**config.mk**
```make
export PLATFORM = sky130hd
export DESIGN_NAME = seg7_capture
export DESIGN_NICKNAME = d
export VERILOG_FILES = /design/src/rtl/seg7_capture.sv
export SDC_FILE = /design/constraint.sdc
export NUM_CORES = 1
export LEC_CHECK = 0
export ABC_AREA = 0
export BUFFER_PORTS_ARGS = -buffer_cell sky130_fd_sc_hd__buf_4
export CAP_MARGIN = 10
export CORE_UTILIZATION = 50
export DETAILED_ROUTE_END_ITERATION = 10
export GPL_ROUTABILITY_DRIVEN = 0
export MAX_ROUTING_LAYER = met4
export PLACE_DENSITY = 0.69
export SLEW_MARGIN = 20
export SYNTH_ARGS = -nofsm -noshare
export SYNTH_HDL_FRONTEND = slang
export SYNTH_SLANG_ARGS = --single-unit
```
**constraint.sdc**
```tcl
create_clock -name clk -period 6.9 [get_ports clk]
set_input_delay 0.345 -clock clk [delete_from_list [all_inputs] [get_ports clk]]
set_output_delay 0.345 -clock clk [all_outputs]
set_load 0.02 [all_outputs]
```
**src/rtl/seg7_capture.sv**
```systemverilog
// seg7_capture: samples a time-multiplexed, active-low seven-segment display
// bus and recovers the hex value shown on each digit. A complete set of
// digits is presented on frame with a one-cycle frame_valid strobe.
module seg7_capture #(
  parameter int NDIG   = 4,
  parameter int STABLE = 3
) (
  input  logic              clk,
  input  logic              rst_n,
  input  logic [6:0]        seg,
  input  logic [NDIG-1:0]   an,
  input  logic              clr_err,
  output logic [4*NDIG-1:0] frame,
  output logic              frame_valid,
  output logic              err_pulse,
  output logic              err_sticky
);

  localparam int W = NDIG + 7;
  localparam logic [3:0] STABLE_C = 4'(STABLE);

  typedef enum logic [1:0] {
    WAIT,
    ARMED,
    DONE
  } state_t;

  state_t              state;
  state_t              state_next;
  logic [3:0]          cnt;
  logic [3:0]          cnt_next;
  logic [W-1:0]        sync1;
  logic [W-1:0]        s;
  logic [W-1:0]        p;
  logic [NDIG-1:0]     an_low;
  logic                an_ok;
  logic                same;
  logic                capture;
  logic [4:0]          dec;
  logic                cap_ok;
  logic                cap_err;
  logic [NDIG-1:0]     seen;
  logic [4*NDIG-1:0]   work;

  // Maps an active-low abcdefg pattern to {recognized, nibble}.
  function automatic logic [4:0] decode(input logic [6:0] pat);
    logic [4:0] r;
    case (pat)
      7'b0000001: r = 5'h10;
      7'b1001111: r = 5'h11;
      7'b0010010: r = 5'h12;
      7'b0000110: r = 5'h13;
      7'b1001100: r = 5'h14;
      7'b0100100: r = 5'h15;
      7'b0100000: r = 5'h16;
      7'b0001111: r = 5'h17;
      7'b0000000: r = 5'h18;
      7'b0001100: r = 5'h19;
      7'b0001000: r = 5'h1A;
      7'b1100000: r = 5'h1B;
      7'b0110001: r = 5'h1C;
      7'b1000010: r = 5'h1D;
      7'b0110000: r = 5'h1E;
      7'b0111000: r = 5'h1F;
      default:    r = 5'h00;
    endcase
    return r;
  endfunction

  assign an_low  = ~s[W-1:7];
  assign an_ok   = ($countones(an_low) == 1);
  assign same    = (s == p);
  assign dec     = decode(s[6:0]);
  assign cap_ok  = capture & dec[4];
  assign cap_err = capture & ~dec[4];

  // Two-flop synchronizer on the pins plus a one-cycle history copy; resets to a blank display.
  always_ff @(posedge clk or negedge rst_n) begin
    if (!rst_n) begin
      sync1 <= '1;
      s     <= '1;
      p     <= '1;
    end else begin
      sync1 <= {an, seg};
      s     <= sync1;
      p     <= s;
    end
  end

  // Dwell-tracking state register.
  always_ff @(posedge clk or negedge rst_n) begin
    if (!rst_n) begin
      state <= WAIT;
      cnt   <= 4'd0;
    end else begin
      state <= state_next;
      cnt   <= cnt_next;
    end
  end

  // Next-state logic: a dwell must hold STABLE cycles, then is captured once.
  always_comb begin
    state_next = state;
    cnt_next   = cnt;
    capture    = 1'b0;
    case (state)
      WAIT: begin
        if (same && an_ok) begin
          if (STABLE_C == 4'd1) begin
            capture    = 1'b1;
            state_next = DONE;
            cnt_next   = 4'd0;
          end else begin
            state_next = ARMED;
            cnt_next   = 4'd1;
          end
        end
      end
      ARMED: begin
        if (!same || !an_ok) begin
          state_next = WAIT;
          cnt_next   = 4'd0;
        end else if ((cnt + 4'd1) == STABLE_C) begin
          capture    = 1'b1;
          state_next = DONE;
          cnt_next   = 4'd0;
        end else begin
          cnt_next   = cnt + 4'd1;
        end
      end
      DONE: begin
        if (!same || !an_ok) begin
          state_next = WAIT;
          cnt_next   = 4'd0;
        end
      end
      default: begin
        state_next = WAIT;
        cnt_next   = 4'd0;
      end
    endcase
  end

  // Working slots take the latest recognized value for each digit.
  always_ff @(posedge clk or negedge rst_n) begin
    if (!rst_n) begin
      work <= '0;
    end else begin
      for (int i = 0; i < NDIG; i++) begin
        if (cap_ok && an_low[i]) begin
          work[4*i +: 4] <= dec[3:0];
        end
      end
    end
  end

  // Publish the frame the cycle after every digit has been seen, then start a new set.
  always_ff @(posedge clk or negedge rst_n) begin
    if (!rst_n) begin
      seen        <= '0;
      frame       <= '0;
      frame_valid <= 1'b0;
    end else if (&seen) begin
      frame       <= work;
      frame_valid <= 1'b1;
      seen        <= cap_ok ? an_low : '0;
    end else begin
      frame_valid <= 1'b0;
      if (cap_ok) begin
        seen <= seen | an_low;
      end
    end
  end

  // Error reporting; a new error outranks a simultaneous clear.
  always_ff @(posedge clk or negedge rst_n) begin
    if (!rst_n) begin
      err_pulse  <= 1'b0;
      err_sticky <= 1'b0;
    end else begin
      err_pulse  <= cap_err;
      err_sticky <= cap_err | err_pulse | (err_sticky & ~clr_err);
    end
  end

endmodule

```
# --- Word level (Yosys, flattened, before mapping) ---
# Index checks and enable logic that the tools add are counted.
# W data, S select, Z words.
word_totals:
  register_bits: 78
  inputBits: 14
classes:
  n_addsub: 4
  eq_ne: 23
  muxes: 18
  bitwise_logic: 9
  n_reduce_logical: 14
op_table:
  columns: ["cell", "count"]
  rows:
  - ["$pmux W5 S16", 1]
  - ["$eq A7 B6 Y1 const B", 5]
  - ["$eq A7 B7 Y1 const B", 4]
  - ["$mux W4", 7]
  - ["$eq A7 B4 Y1 const B", 3]
  - ["$pmux W4 S3", 1]
  - ["$eq A11 B11 Y1", 1]
  - ["$mux W2", 4]
  - ["$eq A7 B1 Y1 const B", 1]
  - ["$eq A7 B3 Y1 const B", 1]
  - ["$eq A7 B5 Y1 const B", 1]
  - ["$logic_not A7 Y1", 1]
  - ["$pmux W2 S3", 1]
  - ["$logic_and A1 B1 Y1", 5]
  - ["$add A1 B1 Y2", 2]
  - ["$add A4 B1 Y4 const B", 1]
  - ["$eq A4 B2 Y1 const B", 1]
  - ["$mux W1", 4]
  - ["$ne A2 B2 Y1 const B", 2]
  - ["$not A4 Y4", 1]
  - ["$or A4 B4 Y4", 1]
  - ["$reduce_and A4 Y1", 1]
  - ["$add A2 B2 Y3", 1]
  - ["$and A1 B1 Y1", 3]
  - ["12 further kinds", 15]

# --- Depth between registers and ports, before layout ---
depth:
  word_depth: 11
  mapped_depth: 11
  mapped_depth_nobuf: 10

# --- Least setup slack after synthesis ---
# Ideal clock, no wire load.
synth_timing:
  path_type: "flip-flop to flip-flop"
  start: "register s[8]"
  end: "register work[10]"
  arrival_time_ns: 3.255
  setup_slack_ns: 3.517
  stages_incl_launch_ff: 11
  path_cell_list: "dfstp_2 fa_1 inv_1 ha_1 ha_1 or3b_4 nor4_4 nand3_2 or3_4 a211oi_4 mux2_1"
synth_via:
  elab_chain_len: 10
  elab_cells_between_ends: 12
  cone_classes: "2 x add/sub; 2 x eq/ne; 2 x mux; 2 x bitwise; 4 x reduce/logical"
synth_rtl:
  columns: ["item", "line", "source"]
  rows:
  - ["start, declared", "33", "logic [W-1:0] s;"]
  - ["start signal, assigned", "85", "s <= sync1;"]
  - ["$not A4 Y4", "70", "assign an_low = ~s[W-1:7];"]
  - ["$add A1 B1 Y2 (not written as such)", "71", "assign an_ok = ($countones(an_low) == 1);"]
  - ["$add A2 B2 Y3 (not written as such)", "71", null]
  - ["$eq A3 B1 Y1", "71", null]
  - ["$logic_not A1 Y1", "120", "if (!same || !an_ok) begin"]
  - ["$logic_or A1 B1 Y1 (*)", "120", null]
  - ["$mux W1 (*)", "120", null]
  - ["$mux W1 (*)", "106", "case (state)"]
  - ["$and A1 B1 Y1 (*)", "74", "assign cap_ok = capture & dec[4];"]
  - ["$logic_and A1 B1 Y1 (*)", "150", "if (cap_ok && an_low[i]) begin"]
  - ["end signal, assigned by index", "151", "work[4*i +: 4] <= dec[3:0];"]
  - ["end, declared", "43", "logic [4*NDIG-1:0] work;"]
# Every way passes the cells marked *; elsewhere a longest branch is shown, timed or not.
# A chain may end at the register's enable or synchronous reset.

# --- Worst setup path after layout ---
layout_timing:
  start: "register s[10]"
  end: "register work[9]"
# The elaborated chain is that of the path after synthesis.

==> results.yml <==
cells_and_area:
  layout.cell_area.non_filler_um2: 3810
  layout-drive-gt1-share: 0.283
  number_of_filler_instances_in_the_final_layout: 542
  area_growth_syn_to_layout_pct: 13.3
  layout.area.seq_um2: 1990
  nets: 340
  ant_cells: 0
  area_of_the_multi_input_gates_um2: 1290
timing:
  setup_total_negative_slack_ps: 0
  maxSlewViolCount: 0
  setup_failing_eps_final: 0
  worst_pin_slew_ps: 1020
  layout_min_cycle_time_ps: 3540
  finalWorstSetupSlack_ps: 3360
  rsz0062_at_grt: "false"
  fmax_mhz: 283
  final-hold-violation-count: 0
  fin_crit_sh: 0.512
  fin_skew_ps: 7.96
  timing.slew.headroom: 0.308
route:
  avgViaCountPerCell: 5.44
  drt_pass1_iterations: 7
  detailroute.via_count: 2188
  routed_wl_um: 5740
  drtAntennaViolNets: 0
  drt-initial-drc-count: 103
  drc: 12
  routed_wire_length_per_instance_um: 14.3
logic_synthesis:
  netlist_instances: 291
  dominantRegCellSynth: "sky130_fd_sc_hd__dfrtp_1"
  synth-seq-cells: 78
  synth.yosys.seq_area_share: 0.593
  netlist-cell-type-count: 47
  synth-warning-count: 0
  syn_area_per_cell_um2: 11.5
  mappedNetlistNets: 310
  post_synth_main_area_contributors: "sky130_fd_sc_hd__dfrtp_1 (34%), sky130_fd_sc_hd__dfstp_2 (26%), sky130_fd_sc_hd__nand2_1 (7.1%)"
  netlist_area_um2: 3360
  synth_enable_flop_cells: 0
  yosys_top_cell_area_share: 0.335
  postSynth.asyncResetShare: 1.00
  netlist.top_cell.by_area: "sky130_fd_sc_hd__dfrtp_1"
clock_network:
  tritoncts: "yes"
  setup_bufs_post_cts: 0
  cts_root_buf: "sky130_fd_sc_hd__clkbuf_8"
  clock_insertion_delay_worst_skew_ps: 360
  cts-resized-gates: 0
  cts_htree_levels: 3
  clk_pin_slew_ps: 80
  cts_buffers: 9
  clock_tree.buffer_depth: 2
  numClockSinks: 78
  ctsHoldBuffers: 0
die:
  die_w_um: 84.0
  ios: 33
  rows: 29
  chipHeight_um: 84.0
  start_util: 0.523
  placeable_core_region_um2: 6420
  design.die.area_um2: 7050
worst_setup_path:
  worstRegToRegCells: 10
  worstSetupEndpointType: "flop"
  crit_path_max_fanout: 6
  worstPathArrival_ps: 3780
  worst_path_largest_cell_delay_ps: 620
  worst_path_dominant_cell_family: "simple AND/OR/NAND/NOR gates"
  worstPathRequired_ps: 7150
  r2r_start: "s[10]"
  crit_path_frequent_cell: "sky130_fd_sc_hd__ha_1"
  rrSetupSlack_ps: 3360
  critPathLaunch: "s[10]"
  worst_path_max_delay_cell: "sky130_fd_sc_hd__dfstp_2"
  criticalPathCategory: "reg -> reg"
  start_kind: "flop"
  worstReg2RegEnd: "work[9]"
  path_cells: "fa_1 -> inv_1 -> ha_1 -> ha_1 -> or3b_4 -> nor4_4 -> nand3_2 -> or3_4 -> a211oi_4 -> mux2_1"
  worstPathBufferInverterCount: 1
power:
  total_leakage_power_nw: 1.78
  peakVddDrop_uv: 158
  fin_total_pwr_w: 0.000826
  p_per_area_nw_per_um2: 217
place:
  port_buffers: 32
  pre_cts_ws_ps: 3350
  dpl-instance-area_um2: 3640
  detailed_place_hpwl_um: 3890
global_route:
  gr-usage-all-layers: 0.190
  global_route.overflow_total: 0
  grt_start_max_net_pins: 79
  antenna_violations_before_repair: 0
  first_global_vias: 2160
  wire_length_of_the_first_global_routing_pass_um: 10000
worst_hold_path:
  holdPathStages: 1
  start_point_of_the_worst_min_delay_path: "an[0]"
  hold-path-endpoint: "sync1[7]"
  worst_hold_path_type: "in -> reg"
outcome:
  run_status: "finished with violations"
  violations_in_the_final_reports: "design-rule violations"
run:
  drv.max_cap_violation_count: 0
[cell type report]
| type | count | share of cell area |
|---|---|---|
| Timing Repair Buffer | 32 | 0.0631 |
| Tap cell | 77 | 0.0253 |
| Clock inverter | 5 | 0.00986 |
| Multi-Input combinational cell | 194 | 0.339 |
| Sequential cell | 78 | 0.524 |
| Inverter | 6 | 0.00592 |
| Clock buffer | 10 | 0.0335 |
[flip-flops by register name, indices dropped and copies added, names as in the netlist]
register     cells
sync1           11
work            16
seen             4
frame_valid      1
p               11
s               11
frame           16
err_pulse        1
state            2
cnt              4
err_sticky       1
[per-stage QoR]
step,hold WS (ps),utilization,cells
6_report,90.3,0.593,402
2_1_floorplan,49.4,-,291
3_5_place_dp,347,0.567,387
5_1_grt,68.9,0.593,402
3_3_place_gp,346,0.567,387
4_1_cts,82.3,0.593,402
[placed cells by master (no fill, tap or decap), types with 3 or more instances in the layout]
master,synthesis,routed
sky130_fd_sc_hd__a211oi_4,4,4
sky130_fd_sc_hd__a21o_1,4,4
sky130_fd_sc_hd__a21oi_1,5,5
sky130_fd_sc_hd__buf_4,0,32
sky130_fd_sc_hd__clkbuf_8,0,9
sky130_fd_sc_hd__dfrtp_1,45,45
sky130_fd_sc_hd__dfstp_2,33,33
sky130_fd_sc_hd__ha_1,4,4
sky130_fd_sc_hd__inv_1,5,5
sky130_fd_sc_hd__mux2_1,12,12
sky130_fd_sc_hd__nand2_1,64,64
sky130_fd_sc_hd__nand2b_1,5,5
sky130_fd_sc_hd__nand3b_1,3,3
sky130_fd_sc_hd__nor2_1,16,16
sky130_fd_sc_hd__nor3_1,4,4
sky130_fd_sc_hd__nor4_1,4,4
sky130_fd_sc_hd__nor4_4,3,3
sky130_fd_sc_hd__o21ai_0,3,3
sky130_fd_sc_hd__o21ai_1,9,9
sky130_fd_sc_hd__o22ai_1,4,4
sky130_fd_sc_hd__o31ai_1,4,4
sky130_fd_sc_hd__xor2_1,12,12
[cell usage after synthesis, types with 4 or more instances]
master	n
sky130_fd_sc_hd__a211oi_4	4
sky130_fd_sc_hd__a21o_1	4
sky130_fd_sc_hd__a21oi_1	5
sky130_fd_sc_hd__buf_2	6
sky130_fd_sc_hd__clkbuf_1	6
sky130_fd_sc_hd__dfrtp_1	45
sky130_fd_sc_hd__dfstp_2	33
sky130_fd_sc_hd__ha_1	4
sky130_fd_sc_hd__inv_1	5
sky130_fd_sc_hd__mux2_1	12
sky130_fd_sc_hd__nand2_1	64
sky130_fd_sc_hd__nand2b_1	5
sky130_fd_sc_hd__nor2_1	16
sky130_fd_sc_hd__nor3_1	4
sky130_fd_sc_hd__nor4_1	4
sky130_fd_sc_hd__o21ai_1	9
sky130_fd_sc_hd__o22ai_1	4
sky130_fd_sc_hd__o31ai_1	4
sky130_fd_sc_hd__xor2_1	12
[report_power, final]
group / switching, W / internal [W]
combinational: 0.0000253 / 0.0000173
clock: 0.000166 / 0.000129
sequential: 0.0000139 / 0.000475
[metal layers]
| metal | GRT usage | up-vias | part of all wire |
|---|---|---|---|
| met5 | - | - | 0 |
| met4 | 0.0878 | 0 | 0.022 |
| met3 | 0.0514 | 15 | 0.038 |
| met2 | 0.285 | 43 | 0.46 |
| met1 | 0.240 | 1071 | 0.48 |
| li1 | - | 1059 | - |
[worst register-to-register path, cell delays in order, from the launching register on]
cell and delay (ps):
sky130_fd_sc_hd__dfstp_2 620, sky130_fd_sc_hd__fa_1 430, sky130_fd_sc_hd__inv_1 60, sky130_fd_sc_hd__ha_1 140
sky130_fd_sc_hd__ha_1 220, sky130_fd_sc_hd__or3b_4 400, sky130_fd_sc_hd__nor4_4 300, sky130_fd_sc_hd__nand3_2 140
sky130_fd_sc_hd__or3_4 430, sky130_fd_sc_hd__a211oi_4 330, sky130_fd_sc_hd__mux2_1 360
[worst max path at each step]
stage,endpoint,slack (ps),cells after the start
global placement,work[1],3410,10
detailed placement,work[9],3350,10
global route,work[0],3180,10
floorplan,work[10],3520,10
CTS,work[9],3350,10
finish,work[9],3360,10
[logic make-up after synthesis]
group,synth area share
compound gates,0.101
buf+inv,0.0235
mux,0.0402
flops,0.593
simple gates,0.185
xor+xnor,0.0365
fa+ha+maj,0.0208
No activity file was read; power rests on OpenSTA's default activity.
